==> src/rtl/target_cmd_pkg.sv <==
// Shared types and defaults for the ground-link target command decoder.
// Parser/UART state encodings, frame markers and payload sizing.
package target_cmd_pkg;

  typedef enum logic [2:0] {
    ST_IDLE,
    ST_MODE,
    ST_PAYLOAD,
    ST_CHK,
    ST_LSTOP,
    ST_SSTOP
  } parse_st_t;

  typedef enum logic [1:0] {
    RX_IDLE,
    RX_START,
    RX_DATA,
    RX_STOP
  } rx_st_t;

  localparam logic [7:0] START_BYTE_DEF = 8'h0A;
  localparam logic [7:0] STOP_BYTE_DEF  = 8'h08;
  localparam int MODE_SETPOINT_BIT = 7;

  function automatic int payload_bytes(
    input int n_ch,
    input int ch_w
  );
    return n_ch * ch_w / 8;
  endfunction

endpackage

==> src/rtl/target_cmd_decoder_uart_rx.sv <==
// 8N1 UART receiver with 2-flop synchroniser and mid-bit sampling.
// Start bit is re-checked at half a bit to reject line glitches.
module uart_rx_core
  import target_cmd_pkg::*;
#(
  parameter int CLK_HZ = 50_000_000,
  parameter int BAUD   = 115200
) (
  input  logic       clk,
  input  logic       rst,
  input  logic       rxd,
  output logic [7:0] rx_byte,
  output logic       byte_valid,
  output logic       rx_ferr
);

  localparam int DIV  = CLK_HZ / BAUD;
  localparam int HALF = DIV / 2;
  localparam int CW   = $clog2(DIV) + 1;

  logic          rx_s1;
  logic          rx_s2;
  logic          rx_prev;
  rx_st_t        st;
  logic [CW-1:0] cnt;
  logic [2:0]    bitn;
  logic [7:0]    sh;

  always_ff @(posedge clk) begin
    if (rst) begin
      rx_s1      <= 1'b1;
      rx_s2      <= 1'b1;
      rx_prev    <= 1'b1;
      st         <= RX_IDLE;
      cnt        <= '0;
      bitn       <= '0;
      sh         <= '0;
      rx_byte    <= '0;
      byte_valid <= 1'b0;
      rx_ferr    <= 1'b0;
    end else begin
      rx_s1      <= rxd;
      rx_s2      <= rx_s1;
      rx_prev    <= rx_s2;
      byte_valid <= 1'b0;
      rx_ferr    <= 1'b0;
      unique case (st)
        RX_IDLE: begin
          if (rx_prev && !rx_s2) begin
            st  <= RX_START;
            cnt <= '0;
          end
        end
        RX_START: begin
          if (cnt == CW'(HALF - 1)) begin
            cnt  <= '0;
            bitn <= '0;
            st   <= rx_s2 ? RX_IDLE : RX_DATA;
          end else begin
            cnt <= cnt + CW'(1);
          end
        end
        RX_DATA: begin
          if (cnt == CW'(DIV - 1)) begin
            cnt <= '0;
            sh  <= {rx_s2, sh[7:1]};
            if (bitn == 3'd7) begin
              st <= RX_STOP;
            end else begin
              bitn <= bitn + 3'd1;
            end
          end else begin
            cnt <= cnt + CW'(1);
          end
        end
        RX_STOP: begin
          if (cnt == CW'(DIV - 1)) begin
            cnt <= '0;
            st  <= RX_IDLE;
            if (rx_s2) begin
              rx_byte    <= sh;
              byte_valid <= 1'b1;
            end else begin
              rx_ferr <= 1'b1;
            end
          end else begin
            cnt <= cnt + CW'(1);
          end
        end
        default: st <= RX_IDLE;
      endcase
    end
  end

endmodule

==> src/rtl/target_cmd_decoder.sv <==
// Ground-link command decoder: legacy action frames and checksummed
// setpoint frames, published atomically to the PID stage.
module target_cmd_decoder
  import target_cmd_pkg::*;
#(
  parameter int         CLK_HZ      = 50_000_000,
  parameter int         BAUD        = 115200,
  parameter int         N_CH        = 4,
  parameter int         CH_W        = 16,
  parameter logic [7:0] START_BYTE  = START_BYTE_DEF,
  parameter logic [7:0] STOP_BYTE   = STOP_BYTE_DEF,
  parameter int         TIMEOUT_CYC = 1_000_000
) (
  input  logic                 clk,
  input  logic                 rst,
  input  logic                 RxD,
  output logic                 target_renew,
  output logic [N_CH*CH_W-1:0] target_data,
  output logic                 action_valid,
  output logic [6:0]           action_code,
  output logic                 err_chk,
  output logic                 err_frame,
  output logic                 err_timeout,
  output logic [7:0]           err_cnt,
  output logic                 rx_busy
);

  localparam int N_BYTES = payload_bytes(N_CH, CH_W);
  localparam int DW      = N_CH * CH_W;
  localparam int IW      = $clog2(N_BYTES + 1);
  localparam int TW      = $clog2(TIMEOUT_CYC + 1);

  logic [7:0]    rx_byte;
  logic          byte_valid;
  logic          rx_ferr;

  parse_st_t     state;
  logic [DW-1:0] shadow;
  logic [6:0]    shadow_code;
  logic [7:0]    chk;
  logic [IW-1:0] idx;
  logic [TW-1:0] tmo_cnt;

  uart_rx_core #(
    .CLK_HZ (CLK_HZ),
    .BAUD   (BAUD)
  ) u_rx (
    .clk        (clk),
    .rst        (rst),
    .rxd        (RxD),
    .rx_byte    (rx_byte),
    .byte_valid (byte_valid),
    .rx_ferr    (rx_ferr)
  );

  assign rx_busy = (state != ST_IDLE);

  always_ff @(posedge clk) begin
    if (rst) begin
      state        <= ST_IDLE;
      shadow       <= '0;
      shadow_code  <= '0;
      chk          <= '0;
      idx          <= '0;
      tmo_cnt      <= '0;
      target_renew <= 1'b0;
      target_data  <= '0;
      action_valid <= 1'b0;
      action_code  <= '0;
      err_chk      <= 1'b0;
      err_frame    <= 1'b0;
      err_timeout  <= 1'b0;
      err_cnt      <= '0;
    end else begin
      // pulses from the previous cycle feed the saturating counter
      if ((err_chk || err_frame || err_timeout) && err_cnt != 8'hFF) begin
        err_cnt <= err_cnt + 8'd1;
      end
      target_renew <= 1'b0;
      action_valid <= 1'b0;
      err_chk      <= 1'b0;
      err_frame    <= 1'b0;
      err_timeout  <= 1'b0;

      if (byte_valid) begin
        tmo_cnt <= '0;
        unique case (state)
          ST_IDLE: begin
            if (rx_byte == START_BYTE) state <= ST_MODE;
          end
          ST_MODE: begin
            if (!rx_byte[MODE_SETPOINT_BIT]) begin
              shadow_code <= rx_byte[6:0];
              state       <= ST_LSTOP;
            end else begin
              chk   <= rx_byte;
              idx   <= '0;
              state <= ST_PAYLOAD;
            end
          end
          ST_PAYLOAD: begin
            shadow[{idx, 3'b000} +: 8] <= rx_byte;
            chk <= chk ^ rx_byte;
            if (idx == IW'(N_BYTES - 1)) begin
              state <= ST_CHK;
            end else begin
              idx <= idx + IW'(1);
            end
          end
          ST_CHK: begin
            if (rx_byte != chk) begin
              err_chk <= 1'b1;
              state   <= ST_IDLE;
            end else begin
              state <= ST_SSTOP;
            end
          end
          ST_LSTOP: begin
            if (rx_byte == STOP_BYTE) begin
              action_code  <= shadow_code;
              action_valid <= 1'b1;
            end else begin
              err_frame <= 1'b1;
            end
            state <= ST_IDLE;
          end
          ST_SSTOP: begin
            if (rx_byte == STOP_BYTE) begin
              target_data  <= shadow;
              target_renew <= 1'b1;
            end else begin
              err_frame <= 1'b1;
            end
            state <= ST_IDLE;
          end
          default: state <= ST_IDLE;
        endcase
      end else if (rx_ferr) begin
        err_frame <= 1'b1;
        state     <= ST_IDLE;
        tmo_cnt   <= '0;
      end else if (state != ST_IDLE) begin
        if (tmo_cnt == TW'(TIMEOUT_CYC - 1)) begin
          err_timeout <= 1'b1;
          state       <= ST_IDLE;
          tmo_cnt     <= '0;
        end else begin
          tmo_cnt <= tmo_cnt + TW'(1);
        end
      end
    end
  end

endmodule
==> config.mk <==
export PLATFORM = sky130hd
export DESIGN_NAME = target_cmd_decoder
export DESIGN_NICKNAME = d
export VERILOG_FILES = /design/src/rtl/target_cmd_pkg.sv /design/src/rtl/target_cmd_decoder_uart_rx.sv /design/src/rtl/target_cmd_decoder.sv
export SDC_FILE = /design/constraint.sdc
export NUM_CORES = 1
export LEC_CHECK = 0
export CORE_ASPECT_RATIO = 0.8
export CORE_MARGIN = 4
export CORE_UTILIZATION = 45
export CTS_CLUSTER_DIAMETER = 150
export DETAILED_ROUTE_END_ITERATION = 10
export HOLD_SLACK_MARGIN = 0.06
export PLACE_DENSITY = 0.76
export SLEW_MARGIN = 20
export SYNTH_ARGS = -nofsm -noshare
export SYNTH_HDL_FRONTEND = slang
export SYNTH_SLANG_ARGS = --single-unit
==> constraint.sdc <==
create_clock -name clk -period 5.44 [get_ports clk]
set_input_delay 1.088 -clock clk [delete_from_list [all_inputs] [get_ports clk]]
set_output_delay 1.088 -clock clk [all_outputs]
set_load 0.02 [all_outputs]
== After elaboration in Yosys (flattened, before gate mapping) ==
Index checks and enable logic that the tools add are counted.

* Bitwise logic cells: 9
* $add $sub $neg: 6
* Equality and inequality tests: 27
* Shift operators: 2
* Reduce and logical (&&, ||, !) cells: 31
* Muxes and demuxes: 40

{| class="wikitable"
|+ Operator list
! operator !! number
|-
| 64-bit bitwise mux || 1
|-
| 8-bit by 9-bit variable shift with 64-bit output, first input constant || 1
|-
| 8-bit by 9-bit variable part select with 64-bit output || 1
|-
| 3-bit 2-to-1 mux || 11
|-
| 10-bit 2-to-1 mux || 3
|-
| 10-bit one-hot mux with 3 select lines || 1
|-
| 20-bit by 1-bit adder with 20-bit output, second input constant || 1
|-
| 20-bit equality test, second input constant || 1
|-
| 20-bit 2-to-1 mux || 1
|-
| 8-bit by 4-bit equality test with 1-bit output, second input constant || 2
|-
| 8-bit one-hot mux with 2 select lines || 1
|-
| 3-bit AND reduction || 5
|-
| 3-bit OR reduction || 5
|-
| 2-bit 2-to-1 mux || 6
|-
| 2-bit by 1-bit != test with 1-bit output, second input constant || 6
|-
| 3-bit one-hot mux with 4 select lines || 1
|-
| 4-bit AND reduction || 3
|-
| 10-bit by 1-bit adder with 10-bit output, second input constant || 1
|-
| 10-bit by 8-bit equality test with 1-bit output, second input constant || 1
|-
| 10-bit by 9-bit equality test with 1-bit output, second input constant || 1
|-
| 3-bit equality test, second input constant || 3
|-
| 1-bit 2-to-1 mux || 9
|-
| 7-bit negation with 9-bit output || 1
|-
| 3-bit nonzero test || 3
|-
| other kinds (29) || 46
|}

* Word-level logic and storage cells: 139
* Output and inout bits: 85
* Register bits after elaboration: 226

== Longest topological paths before layout ==
Gate-level depths: netlist of run 1.

* Depth after elaboration: 5
* Gate-level depth with buffers: 9
* Gate-level depth less buffers: 7

== Modules after synthesis ==
Synthesis of run 1 repeated with hierarchy kept, for this count alone.

* Cell total of the unflattened synthesis: 1112
* Area total of the unflattened synthesis: 9640.5 sq um

{| class="wikitable"
|+ Modules (own cells, without submodules)
! module !! area an instance (sq um) !! cells each !! sequential area each (sq um) !! times used
|-
| target_cmd_decoder || 7871.3 || 916 || 3803.6 || 1
|-
| uart_rx_core || 1769.2 || 196 || 720.7 || 1
|}

== Worst setup path after synthesis of run 1 ==
Ideal clock, no wire load.

* Path kind: input-to-reg
* Start: input rst
* End: register u_rx.cnt[9]
* Setup slack: 3.181 ns
* Stages: 6
* Data arrival time: 2.185 ns
* Setup time: 0.074 ns
* Path through: clkbuf_1 > a311oi_1 > a31o_2 > clkbuf_1 > o21ai_0 > a31oi_1

{| class="wikitable"
|+ RTL lines
! element !! line !! source
|-
| start: declaration || target_cmd_decoder.sv:15 || <nowiki>input logic rst,</nowiki>
|-
| end signal: assignment || target_cmd_decoder_uart_rx.sv:60 || <nowiki>cnt <= cnt + CW'(1);</nowiki>
|-
| end signal: assignment || target_cmd_decoder_uart_rx.sv:73 || <nowiki>cnt <= cnt + CW'(1);</nowiki>
|-
| end signal: assignment || target_cmd_decoder_uart_rx.sv:87 || <nowiki>cnt <= cnt + CW'(1);</nowiki>
|-
| end: declaration || target_cmd_decoder_uart_rx.sv:25 || <nowiki>logic [CW-1:0] cnt;</nowiki>
|}

== Final worst setup path of run 1 ==
* Start: register state[0]
* End: output rx_busy

* Longest elaborated chain between the ends: 1

{| class="wikitable"
|+ RTL lines
! element !! line !! source
|-
| start: declaration || target_cmd_decoder.sv:37 || <nowiki>parse_st_t state;</nowiki>
|-
| start signal: assignment || target_cmd_decoder.sv:60 || <nowiki>state <= ST_IDLE;</nowiki>
|-
| start signal: assignment || target_cmd_decoder.sv:89 || <nowiki>if (rx_byte == START_BYTE) state <= ST_MODE;</nowiki>
|-
| start signal: assignment || target_cmd_decoder.sv:94 || <nowiki>state <= ST_LSTOP;</nowiki>
|-
| 3-bit nonzero test || target_cmd_decoder.sv:56 || <nowiki>assign rx_busy = (state != ST_IDLE);</nowiki>
|-
| end: declaration || target_cmd_decoder.sv:25 || <nowiki>output logic rx_busy</nowiki>
|}

Every way passes these cells.

==> impl_table.tex, run 1 <==
\begin{tabular}{lr}
\hline
Metric & Value \\
\hline
\multicolumn{2}{l}{\textbf{Logic synthesis}} \\
Post-synth ARST share & 0 \\
Mapped cell area & 9350 um\^{}2 \\
Share of the synthesized area in compound gates (AO/OA/AOI/OAI) & 0.154 \\
Number of enable flip-flop cells after synthesis & 0 \\
Synthesis Warnings & 0 \\
Flip-flop and latch count after synthesis & 226 \\
Syn nets & around 1200 \\
Gate count of the mapped netlist & $\sim$1100 \\
Sequential element share of the synthesized area & 0.484 \\
Cell variety after synth & 59 \\
Dominant synthesized flop cell & sky130\_fd\_sc\_hd\_\_dfxtp\_1 \\
Synth Area in Simple Gates & 0.242 \\
Mapped Avg Cell Area & slightly above 8 um\^{}2 \\
Area share of fa/ha/maj cells after synthesis & 0.0147 \\
Main combinational cell family by area after synthesis & simple AND/OR/NAND/NOR gates \\
Post-synthesis xor/xnor area fraction & 0.0328 \\
Fraction of synthesized area in multiplexers & 0.0268 \\
\multicolumn{2}{l}{\textbf{Route}} \\
Iter 0 DRT Violations & 698 \\
Number of vias in the routed layout & 8073 \\
Overall routed net length & between 20000 and 25000 um \\
Count of antenna-violating nets left after detailed routing & 0 \\
Final routed DRC violation total & 0 \\
Wire per inst & 15.7 um \\
Detail-routed via count per cell & about 5.5 \\
1st-pass router iterations & 5 \\
\multicolumn{2}{l}{\textbf{Clock tree}} \\
Hold buffer count at cts & 0 \\
TritonCTS buffer count & 24 \\
Count of H-tree levels built during CTS & 1 \\
Reg clk slew, reported paths & 0.06 ns \\
Count of buffers added by post-CTS timing repair for setup & 0 \\
Sinks on the clock net & 226 \\
Maximum clock path buffer count & 3 \\
Total of cells resized after clock tree synthesis & 0 \\
Clock root buffer & sky130\_fd\_sc\_hd\_\_clkbuf\_16 \\
Clock network latency to the later pin of the worst-skew pair & between 0.5 and 0.6 ns \\
TritonCTS clock tree & done \\
\multicolumn{2}{l}{\textbf{Timing}} \\
Final worst-path cycle share & 0.626 \\
Final Skew & 0.0135 ns \\
Setup TNS Final & 0 ns \\
Worst Tran Pin Value & between 1 and 1.5 ns \\
Number of hold-slack violations in the final timing report & 0 \\
Unrepaired setup endpoints after global routing & no \\
Maximum clock frequency & 294 MHz \\
Relative slew slack & 0.305 \\
Setup violators final & 0 \\
Max Slew Vio Count & 0 \\
Post-layout min period & 3.40 ns \\
\multicolumn{2}{l}{\textbf{Global route}} \\
GRT Total Usage & 0.191 \\
Largest net degree at the start of global routing & between 100 and 150 \\
Via count of the first global-routing pass & between 7000 and 8000 \\
Leftover overflow at the end of global routing & 0 \\
Global-route wire length before repair & 37300 um \\
Initial antenna violation count & 0 \\
\multicolumn{2}{l}{\textbf{Job}} \\
Max capacitance violation total & 0 \\
\multicolumn{2}{l}{\textbf{Power and ir drop}} \\
Relative contribution of sequential cells to total power & 0.480 \\
Maximum resistive drop on vdd & 233 uV \\
Switching pwr & 703 uW \\
Internal power & 2.76 mW \\
Total power per unit cell area & 310 nW/um\^{}2 \\
Clock share of power & 0.509 \\
Leak Pwr & approximately 3.7 nW \\
Switching power as a share of total power & 0.203 \\
Combinational group share of total power & 0.011 \\
\multicolumn{2}{l}{\textbf{Critical path}} \\
Critical Path Sink Type & output pin \\
Max FO, Critical Path & 12 \\
Path type of the worst setup path & reg2out \\
Required time of the worst setup path & $\sim$4.4 ns \\
Arrival @ worst endpoint & 2.32 ns \\
Crit start category & register \\
\multicolumn{2}{l}{\textbf{Placed design}} \\
Half-perimeter wire length after detailed placement & 14300 um \\
Count of input and output buffers & slightly below 90 \\
GP Congestion & between 0.8 and 0.9 \\
\multicolumn{2}{l}{\textbf{Layout}} \\
Number of antenna cells inserted & 0 \\
Number of filler cells placed in the layout & 1806 \\
Fraction of final layout cells with drive strength greater than 1 & 0.0604 \\
Final standard cell utilization of the core & 0.556 \\
Post-synthesis to final-layout area growth & 19.4\% \\
Total Nets Final & roughly 1200 \\
\multicolumn{2}{l}{\textbf{Die}} \\
\# rows & 46 \\
Die Footprint & 23200 um\^{}2 \\
IO Count & approximately 90 \\
Floorplan core area & 20100 um\^{}2 \\
Floorplan die height & 137 um \\
Initial core utilization & 0.465 \\
Die width & around 170 um \\
\multicolumn{2}{l}{\textbf{Min path}} \\
Min-Delay Path Class & reg2reg \\
\multicolumn{2}{l}{\textbf{Outcome}} \\
Run status & completed \\
\hline
\end{tabular}
[kinds of logic (layout without fill, tap and decap cells)]
| group | Yosys count | in the layout |
|---|---|---|
| AO/OA/AOI/OAI | 269 | 269 |
| XOR/XNOR | 35 | 35 |
| adder cells (fa/ha/maj) | 11 | 11 |
| buffers and inverters | 110 | 157 |
| flip-flops | 226 | 226 |
| multiplexers | 25 | 25 |
| AND/OR/NAND/NOR | 469 | 469 |
[registers in the layout (all words and copies together), names as in the netlist, 8 cells and up, named ones only]
signal	count
chk	8
err_cnt	8
shadow	64
target_data	64
tmo_cnt	20
u_rx.cnt	10
u_rx.rx_byte	8
u_rx.sh	8
[layout by cell type (no fill, tap or decap), drive strengths merged, types with 12 or more instances in the layout]
| master | Yosys | routed |
|---|---|---|
| clkdlybuf4s50 | 0 | 86 |
| dfxtp | 226 | 226 |
| nor3 | 17 | 17 |
| nand3 | 48 | 48 |
| nor2 | 81 | 81 |
| clkbuf | 82 | 31 |
| xnor2 | 30 | 30 |
| a21oi | 162 | 162 |
| nand2 | 196 | 196 |
| o21ai | 75 | 75 |
| nand4 | 54 | 54 |
| mux2i | 25 | 25 |
| and3 | 12 | 12 |
| inv | 19 | 19 |
[area by class of cell]
| type | instances | area (um^2) | area share |
|---|---|---|---|
| Timing Repair Buffer | 95 | 932 | 0.0835 |
| Multi-Input combinational cell | 809 | 4440 | 0.397 |
| Clock buffer | 31 | 698 | 0.0625 |
| Inverter | 19 | 71.3 | 0.00639 |
| Sequential cell | 226 | 4520 | 0.405 |
| Tap cell | 264 | 330 | 0.0296 |
| Clock inverter | 12 | 169 | 0.0151 |
[Yosys cell counts (6+ instances only)]
| master | instances | area share |
|---|---|---|
| sky130_fd_sc_hd__mux2i_1 | 25 | 0.027 |
| sky130_fd_sc_hd__dfxtp_1 | 226 | 0.48 |
| sky130_fd_sc_hd__and2_1 | 9 | 0.0060 |
| sky130_fd_sc_hd__a21oi_1 | 162 | 0.087 |
| sky130_fd_sc_hd__nand2b_1 | 6 | 0.0040 |
| sky130_fd_sc_hd__a31oi_1 | 9 | 0.0060 |
| sky130_fd_sc_hd__nor4_1 | 7 | 0.0047 |
| sky130_fd_sc_hd__inv_1 | 19 | 0.0076 |
| sky130_fd_sc_hd__nand4_1 | 54 | 0.036 |
| sky130_fd_sc_hd__o21ai_0 | 74 | 0.040 |
| sky130_fd_sc_hd__nor2_1 | 81 | 0.033 |
| sky130_fd_sc_hd__clkbuf_1 | 82 | 0.033 |
| sky130_fd_sc_hd__or3b_2 | 7 | 0.0066 |
| sky130_fd_sc_hd__nor3_1 | 17 | 0.0091 |
| sky130_fd_sc_hd__nand3_1 | 48 | 0.026 |
| sky130_fd_sc_hd__nand2_1 | 196 | 0.079 |
| sky130_fd_sc_hd__ha_1 | 11 | 0.015 |
| sky130_fd_sc_hd__and3_1 | 12 | 0.0080 |
| sky130_fd_sc_hd__xnor2_1 | 30 | 0.028 |
[power by group through the flow]
stage               Sequential, mW  Clock [mW]  Combinational, mW
global route                  1.66        1.86             0.0434
detailed placement            1.70           0             0.0391
finish                        1.66        1.76             0.0389
global placement              1.70           0             0.0384
floorplan                     1.70           0             0.0323
CTS                           1.66        1.80             0.0391
[through the flow]
stage	cells	hold slack, ns	setup slack, ns	power, mW	area, um^2
after floorplan	1145	0.389	3.18	1.73	9350
after global placement	1413	0.393	2.52	1.74	10300
after detailed placement	1413	0.399	2.38	1.74	10300
after CTS	1456	0.413	2.04	3.49	11200
after global routing	1456	0.421	1.92	3.56	11200
final	1456	0.411	2.04	3.46	11200
[layer usage]
metal  vias to the layer above  track usage  part of all wire
li1                       4016            -                 -
met1                      3768        0.290              0.48
met2                       258        0.287              0.43
met3                        31       0.0355             0.073
met4                         0       0.0384             0.016
met5                         -            0                 0
[worst paths after layout]
kind	startpoint	to	slack, ns	cells past startpoint
setup / recovery	state[0]$_SDFFE_PP0P_	rx_busy	2.04	3
hold / removal	u_rx.rx_s1$_SDFF_PP1_	u_rx.rx_s2$_SDFF_PP1_	0.41	1
setup reg to reg	idx[0]$_SDFFE_PP0P_	shadow[33]$_SDFFE_PP0P_	2.23	7
hold reg to reg	u_rx.rx_s1$_SDFF_PP1_	u_rx.rx_s2$_SDFF_PP1_	0.41	1
[worst max-delay path, cell delays in order, from the launching register on]
cell and delay, ns:
sky130_fd_sc_hd__dfxtp_1 0.62, sky130_fd_sc_hd__nor3_1 0.19, sky130_fd_sc_hd__inv_1 0.31, sky130_fd_sc_hd__clkdlybuf4s50_1 0.68
No activity file was read; power rests on OpenSTA's default activity.
==> run 2, diff against run 1 <==
--- a/config.mk
+++ b/config.mk
@@ -11,7 +11,7 @@
 export CTS_CLUSTER_DIAMETER = 150
 export DETAILED_ROUTE_END_ITERATION = 10
 export HOLD_SLACK_MARGIN = 0.06
-export PLACE_DENSITY = 0.76
+export PLACE_DENSITY = 0.79
 export SLEW_MARGIN = 20
 export SYNTH_ARGS = -nofsm -noshare
 export SYNTH_HDL_FRONTEND = slang
==> constraint.sdc (replaced) <==
create_clock -name clk -period 3 [get_ports clk]
set_input_delay 0.6 -clock clk [delete_from_list [all_inputs] [get_ports clk]]
set_output_delay 0.6 -clock clk [all_outputs]
set_load 0.02 [all_outputs]
==> run 2 against run 1 <==
Combinational power is 94% higher. Largest cell class unchanged. Sequential cell count stayed put. Cell area hardly changed. Clock-buffer cell count is 4 higher. Cell count is 1.0% higher. Wire length is 0.15% higher. Clock skew hardly changed. Setup slack worse by 1.9 ns. Sequential power is 81% higher. Utilization hardly changed. Global-route usage is 0.060 points lower.
==> impl_table.tex, run 2 (synthesis gave the netlist of run 1 again) <==
\begin{tabular}{lr}
\hline
Metric & Value \\
\hline
\multicolumn{2}{l}{\textbf{Timing}} \\
Setup violators final & 0 (unchanged) \\
Final Skew & 0.0139 ns (+0.000397 ns) \\
Post-layout min period & around 2.8 ns \\
Tightest hold margin & 0.408 ns (-0.00366 ns) \\
Relative slew slack & 0.412 (+0.106) \\
Unrepaired setup endpoints after global routing & no \\
Final worst-path cycle share & 0.942 \\
Worst Tran Pin Value & 0.877 ns (-0.164 ns) \\
Final WS setup & 0.175 ns (-1.86 ns) \\
Maximum clock frequency & 354 MHz \\
Setup TNS Final & 0 ns (unchanged) \\
Number of hold-slack violations in the final timing report & 0 (unchanged) \\
Max Slew Vio Count & 0 (unchanged) \\
\multicolumn{2}{l}{\textbf{Critical path}} \\
Crit start category & register \\
Critical Path Sink Type & output pin \\
Required time of the worst setup path & 2.40 ns (-1.95 ns) \\
Max FO, Critical Path & 12 (unchanged) \\
Path type of the worst setup path & reg2out \\
Arrival @ worst endpoint & 2.23 ns (-0.09 ns) \\
\multicolumn{2}{l}{\textbf{Layout}} \\
Post-synthesis to final-layout area growth & 19.5\% (about the same) \\
Final cell count without fillers & 1471 (+1.0\%) \\
Fraction of final layout cells with drive strength greater than 1 & 0.0671 (+0.00671) \\
Finished layout cell area & 11200 um\^{}2 (about the same) \\
Total Nets Final & 1206 (+1.4\%) \\
Number of antenna cells inserted & 0 (unchanged) \\
Most frequent standard cell in the layout excluding fill and tap cells & sky130\_fd\_sc\_hd\_\_dfxtp\_1 \\
Largest regs & shadow: 64 flops, target\_data: 64 flops, tmo\_cnt: 20 flops \\
Most frequent cells in the layout & sky130\_fd\_sc\_hd\_\_dfxtp\_1, sky130\_fd\_sc\_hd\_\_nand2\_1, sky130\_fd\_sc\_hd\_\_a21oi\_1 \\
\multicolumn{2}{l}{\textbf{Global route}} \\
Global-route wire length before repair & 37700 um (+1.1\%) \\
Leftover overflow at the end of global routing & 0 (unchanged) \\
Via count of the first global-routing pass & 7545 (+2.8\%) \\
Initial antenna violation count & 0 (unchanged) \\
GRT Total Usage & 0.191 (-0.000604) \\
Largest net degree at the start of global routing & 125 (-8.1\%) \\
\multicolumn{2}{l}{\textbf{Clock tree}} \\
Count of buffers added by post-CTS timing repair for setup & 0 (unchanged) \\
Sinks on the clock net & 226 (unchanged) \\
Maximum clock path buffer count & 3 (unchanged) \\
Clock network latency to the later pin of the worst-skew pair & 0.50 ns (-0.02 ns) \\
TritonCTS clock tree & done \\
Count of H-tree levels built during CTS & 1 (unchanged) \\
Reg clk slew, reported paths & 0.06 ns (about the same) \\
Total of cells resized after clock tree synthesis & 0 (unchanged) \\
Hold buffer count at cts & 0 (unchanged) \\
TritonCTS buffer count & 23 (-4.2\%) \\
Clock root buffer & sky130\_fd\_sc\_hd\_\_clkbuf\_16 \\
\multicolumn{2}{l}{\textbf{Route}} \\
Iter 0 DRT Violations & 927 (+33\%) \\
Wire per inst & 15.5 um (-0.87\%) \\
Detail-routed via count per cell & 5.61 (+1.1\%) \\
Count of antenna-violating nets left after detailed routing & 0 (unchanged) \\
Number of vias in the routed layout & 8245 (+2.1\%) \\
Overall routed net length & 22800 um (+0.15\%) \\
Final routed DRC violation total & 0 (unchanged) \\
1st-pass router iterations & 5 (unchanged) \\
\multicolumn{2}{l}{\textbf{Power and ir drop}} \\
Leak Pwr & 3.71 nW (+0.99\%) \\
Maximum resistive drop on vdd & 346 uV (+49\%) \\
Total power per unit cell area & 524 nW/um\^{}2 (+69\%) \\
\multicolumn{2}{l}{\textbf{Outcome}} \\
Run status & completed \\
\multicolumn{2}{l}{\textbf{Placed design}} \\
GP Congestion & 0.893 (+0.26\%) \\
Count of input and output buffers & 87 (unchanged) \\
Half-perimeter wire length after detailed placement & 14500 um (+1.0\%) \\
Placed cell area & 10400 um\^{}2 (+1.4\%) \\
Pre-CTS WS & 0.457 ns (-1.92 ns) \\
Placed cell count & 1431 (+1.3\%) \\
\multicolumn{2}{l}{\textbf{Die}} \\
Die Footprint & 23200 um\^{}2 (unchanged) \\
Initial core utilization & 0.465 (unchanged) \\
Die width & 169 um (unchanged) \\
\# rows & 46 (unchanged) \\
IO Count & 88 (unchanged) \\
Floorplan die height & 137 um (unchanged) \\
Floorplan core area & 20100 um\^{}2 (unchanged) \\
\multicolumn{2}{l}{\textbf{Min path}} \\
Min-Delay Path Class & reg2reg \\
\multicolumn{2}{l}{\textbf{Job}} \\
Max capacitance violation total & 0 (unchanged) \\
\hline
\end{tabular}
==> run 2: routing by layer <==
metal / vias up / GRT usage / part of all wire
met2: 255 / 0.290 / 0.44
met5: - / 0 / 0
met3: 40 / 0.0378 / 0.071
met1: 3884 / 0.282 / 0.47
met4: 0 / 0.0425 / 0.017
li1: 4066 / - / -
==> run 2: final timing paths <==
check | depth (start not counted) | to | startpoint | slack (ns)
worst max-delay path | 3 | rx_busy | state[0]$_SDFFE_PP0P_ | 0.17
worst min-delay path | 1 | u_rx.rx_s2$_SDFF_PP1_ | u_rx.rx_s1$_SDFF_PP1_ | 0.41
worst max register to register | 7 | shadow[0]$_SDFFE_PP0P_ | idx[1]$_SDFFE_PP0P_ | 0.37
worst min register to register | 1 | u_rx.rx_s2$_SDFF_PP1_ | u_rx.rx_s1$_SDFF_PP1_ | 0.41
==> run 2: per-stage QoR <==
stage / util / power (mW)
after global placement: 0.519 / 3.15
final: 0.556 / 5.85
after floorplan: - / 3.13
after detailed placement: 0.519 / 3.15
after CTS: 0.556 / 5.90
after global routing: 0.556 / 6.05
==> run 2: area by class of cell <==
cell class | count | area [um^2]
tap | 264 | 330
clock inverter | 5 | 50.0
fill | 1792 | 8920
sequential | 226 | 4520
clock buffer | 35 | 681
timing repair buffer | 113 | 1090
inverter | 19 | 71.3
multi-input combinational | 809 | 4410
==> run 2: critical path, stage by stage, from the launching register on <==
cell                              delay [ns]
sky130_fd_sc_hd__dfxtp_1                0.59
sky130_fd_sc_hd__nor3_2                 0.14
sky130_fd_sc_hd__inv_1                  0.31
sky130_fd_sc_hd__clkdlybuf4s50_1        0.68
==> run 2: power by group <==
part,internal [mW],switching [mW]
clock,1.64,1.12
sequential,3.00,0.00635
combinational,0.0158,0.0598
==> variant (config.mk and constraints of run 1) <==
Reset style: asynchronous (`rst`), changed in 2 clocked blocks.
--- a/src/rtl/target_cmd_decoder_uart_rx.sv
+++ b/src/rtl/target_cmd_decoder_uart_rx.sv
@@ -27,5 +27,5 @@
   logic [7:0]    sh;
 
-  always_ff @(posedge clk) begin
+  always_ff @(posedge clk or posedge rst) begin
     if (rst) begin
       rx_s1      <= 1'b1;
--- a/src/rtl/target_cmd_decoder.sv
+++ b/src/rtl/target_cmd_decoder.sv
@@ -56,5 +56,5 @@
   assign rx_busy = (state != ST_IDLE);
 
-  always_ff @(posedge clk) begin
+  always_ff @(posedge clk or posedge rst) begin
     if (rst) begin
       state        <= ST_IDLE;
Check against the original RTL: same outputs for any inputs over 4 cycles, from zero or initial values and one cycle with rst high; that may be too few to reach the edited logic, so the function may still have changed.
==> variant against run 1 <==
  * Cell count decreased by 20%
  * Highest routed layer unchanged
  * Area after synthesis increased by 5.7%
  * Cell area increased by 5.4%
  * Worst setup slack got worse by 0.17 ns
  * Die area increased by 5.4%
  * Wire length decreased by 14%
  * Sequential cell count unchanged
  * Hold slack got worse by 0.055 ns
Power is not compared: it rests on default switching activity, and its combinational part moved more than twofold at a synthesized area within 25%.
==> variant: results (changes against run 1) <==
<table>
<tr><th>Metric</th><th>Value</th></tr>
<tr><th colspan="2">Route</th></tr>
<tr><td>Met2 layer wire length in the routed design</td><td>8970 um (-7.7%)</td></tr>
<tr><td>Sum of routed wire segments on met1</td><td>9550 um (-13%)</td></tr>
<tr><td>Number of DRC violations after detailed-routing iteration 0</td><td>516 (-26%)</td></tr>
<tr><td>Drt wl/cell</td><td>17.0 um (+8.6%)</td></tr>
<tr><td>Vias per cell</td><td>5.36 (-3.2%)</td></tr>
<tr><th colspan="2">Final layout</th></tr>
<tr><td>Count of nets after finishing</td><td>880 (-26%)</td></tr>
<tr><td># fillers</td><td>1,761 (-2.5%)</td></tr>
<tr><th colspan="2">STA</th></tr>
<tr><td>Least-Margin Pin Slew</td><td>1.01 ns (-0.0332 ns)</td></tr>
<tr><td>Worst setup skew after layout</td><td>0.0103 ns (-0.00323 ns)</td></tr>
<tr><th colspan="2">Logic synthesis</th></tr>
<tr><td>Compound-gate portion of the synthesized area</td><td>6.12% (-9.3 points)</td></tr>
<tr><td>Seq/Total Area, Yosys</td><td>57.3% (+8.9 points)</td></tr>
<tr><td>Dominant synthesized flop cell</td><td>dfrtp_1</td></tr>
<tr><td>Dominant cells by area after synthesis</td><td>dfrtp_1 (56%), mux2_2 (14%), mux2_4 (3.8%)</td></tr>
<tr><td>Fraction of registers with async set or reset after synthesis</td><td>100% (+100 points)</td></tr>
<tr><td>Post-synthesis adder-cell area fraction</td><td>1.14% (-0.33 points)</td></tr>
<tr><td>XOR/XNOR Fraction of Synth Area</td><td>2.75% (-0.53 points)</td></tr>
<tr><td>Net count after synthesis</td><td>796 (-31%)</td></tr>
<tr><td>Area share of the leading cell type in the synthesized netlist</td><td>56.5% (+8.1 points)</td></tr>
<tr><td>Post-synthesis mux area share</td><td>18.2% (+16 points)</td></tr>
<tr><th colspan="2">GRT</th></tr>
<tr><td>Number of global-route vias before repair</td><td>6,444 (-12%)</td></tr>
<tr><td>First-pass GRT wire length</td><td>33,200 um (-11%)</td></tr>
<tr><td>Maximum number of pins on one net before global-route repair</td><td>138 (+1.5%)</td></tr>
<tr><th colspan="2">Placement</th></tr>
<tr><td>Pre-CTS setup slack</td><td>2.09 ns (-0.290 ns)</td></tr>
<tr><td>DPL Wire Length</td><td>13,200 um (-7.8%)</td></tr>
<tr><td>Routability congestion estimate from global placement</td><td>0.876 (-1.6%)</td></tr>
<tr><th colspan="2">Worst setup path</th></tr>
<tr><td>Data arrival at the endpoint of the critical path</td><td>2.49 ns (+0.17 ns)</td></tr>
<tr><td>Master of the slowest instance on the critical path</td><td>nor3_1</td></tr>
<tr><td>Delay of the slowest cell on the worst path</td><td>0.66 ns (-0.02 ns)</td></tr>
<tr><th colspan="2">Status</th></tr>
<tr><td>Run status</td><td>complete, no violations</td></tr>
</table>
-- variant: cell types whose count changed after synthesis, sizes merged, moves of 21 or more --
cell / run 1 / this run
dfxtp: 226 / 0
dfrtp: 0 / 223
mux2: 0 / 148
a21oi: 162 / 18
nand2: 196 / 54
clkbuf: 82 / 16
nand4: 54 / 11
o21ai: 75 / 32
nor2: 81 / 45
nand3: 48 / 18
mux2i: 25 / 4
-- variant: cells by family (layout without fill, tap and decap cells) --
group | after synthesis | count (layout)
flops | 226 | 226
simple gates | 219 | 219
mux | 152 | 152
compound gates | 95 | 95
buf+inv | 52 | 152
xor+xnor | 31 | 31
fa+ha+maj | 9 | 9
-- variant: final timing paths --
path	start	to	slack, ns	cells past startpoint
setup / recovery	state[0]	rx_busy	1.86	3
hold / removal	u_rx.rx_s1	u_rx.rx_s2	0.36	0
setup reg to reg	idx[0]	shadow[17]	2.03	6
hold reg to reg	u_rx.rx_s1	u_rx.rx_s2	0.36	0
max in group asynchronous	rst	target_data[17]	3.25	3
min in group asynchronous	rst	err_cnt[0]	1.00	2
-- variant: per-stage QoR --
stage	cells	area, um2	utilization, %
finish	1159	11800	54.6
detailed placement	1117	11000	50.8
global route	1159	11800	54.6
global placement	1117	11000	50.8
CTS	1159	11800	54.6
floorplan	784	9880	-
-- variant: per-layer routing --
metal / global-route usage, % / up-vias
met5: 0 / -
met4: 3.21 / 0
met3: 3.26 / 26
met2: 25.6 / 121
met1: 23.5 / 3121
li1: - / 2950
-- variant: power breakdown --
part	internal, mW	switching, mW
sequential	1.71	0.0318
clock	0.980	0.652
combinational	0.0440	0.0741
total	2.73	0.757
-- variant: layout make-up --
class,count,share of cell area [%]
inverters,20,0.670
clock inverters,7,0.596
well taps,275,2.92
flip-flops and latches,226,48.1
multi-input cells,506,33.8
repair buffers,90,7.70
clock buffers,35,6.23
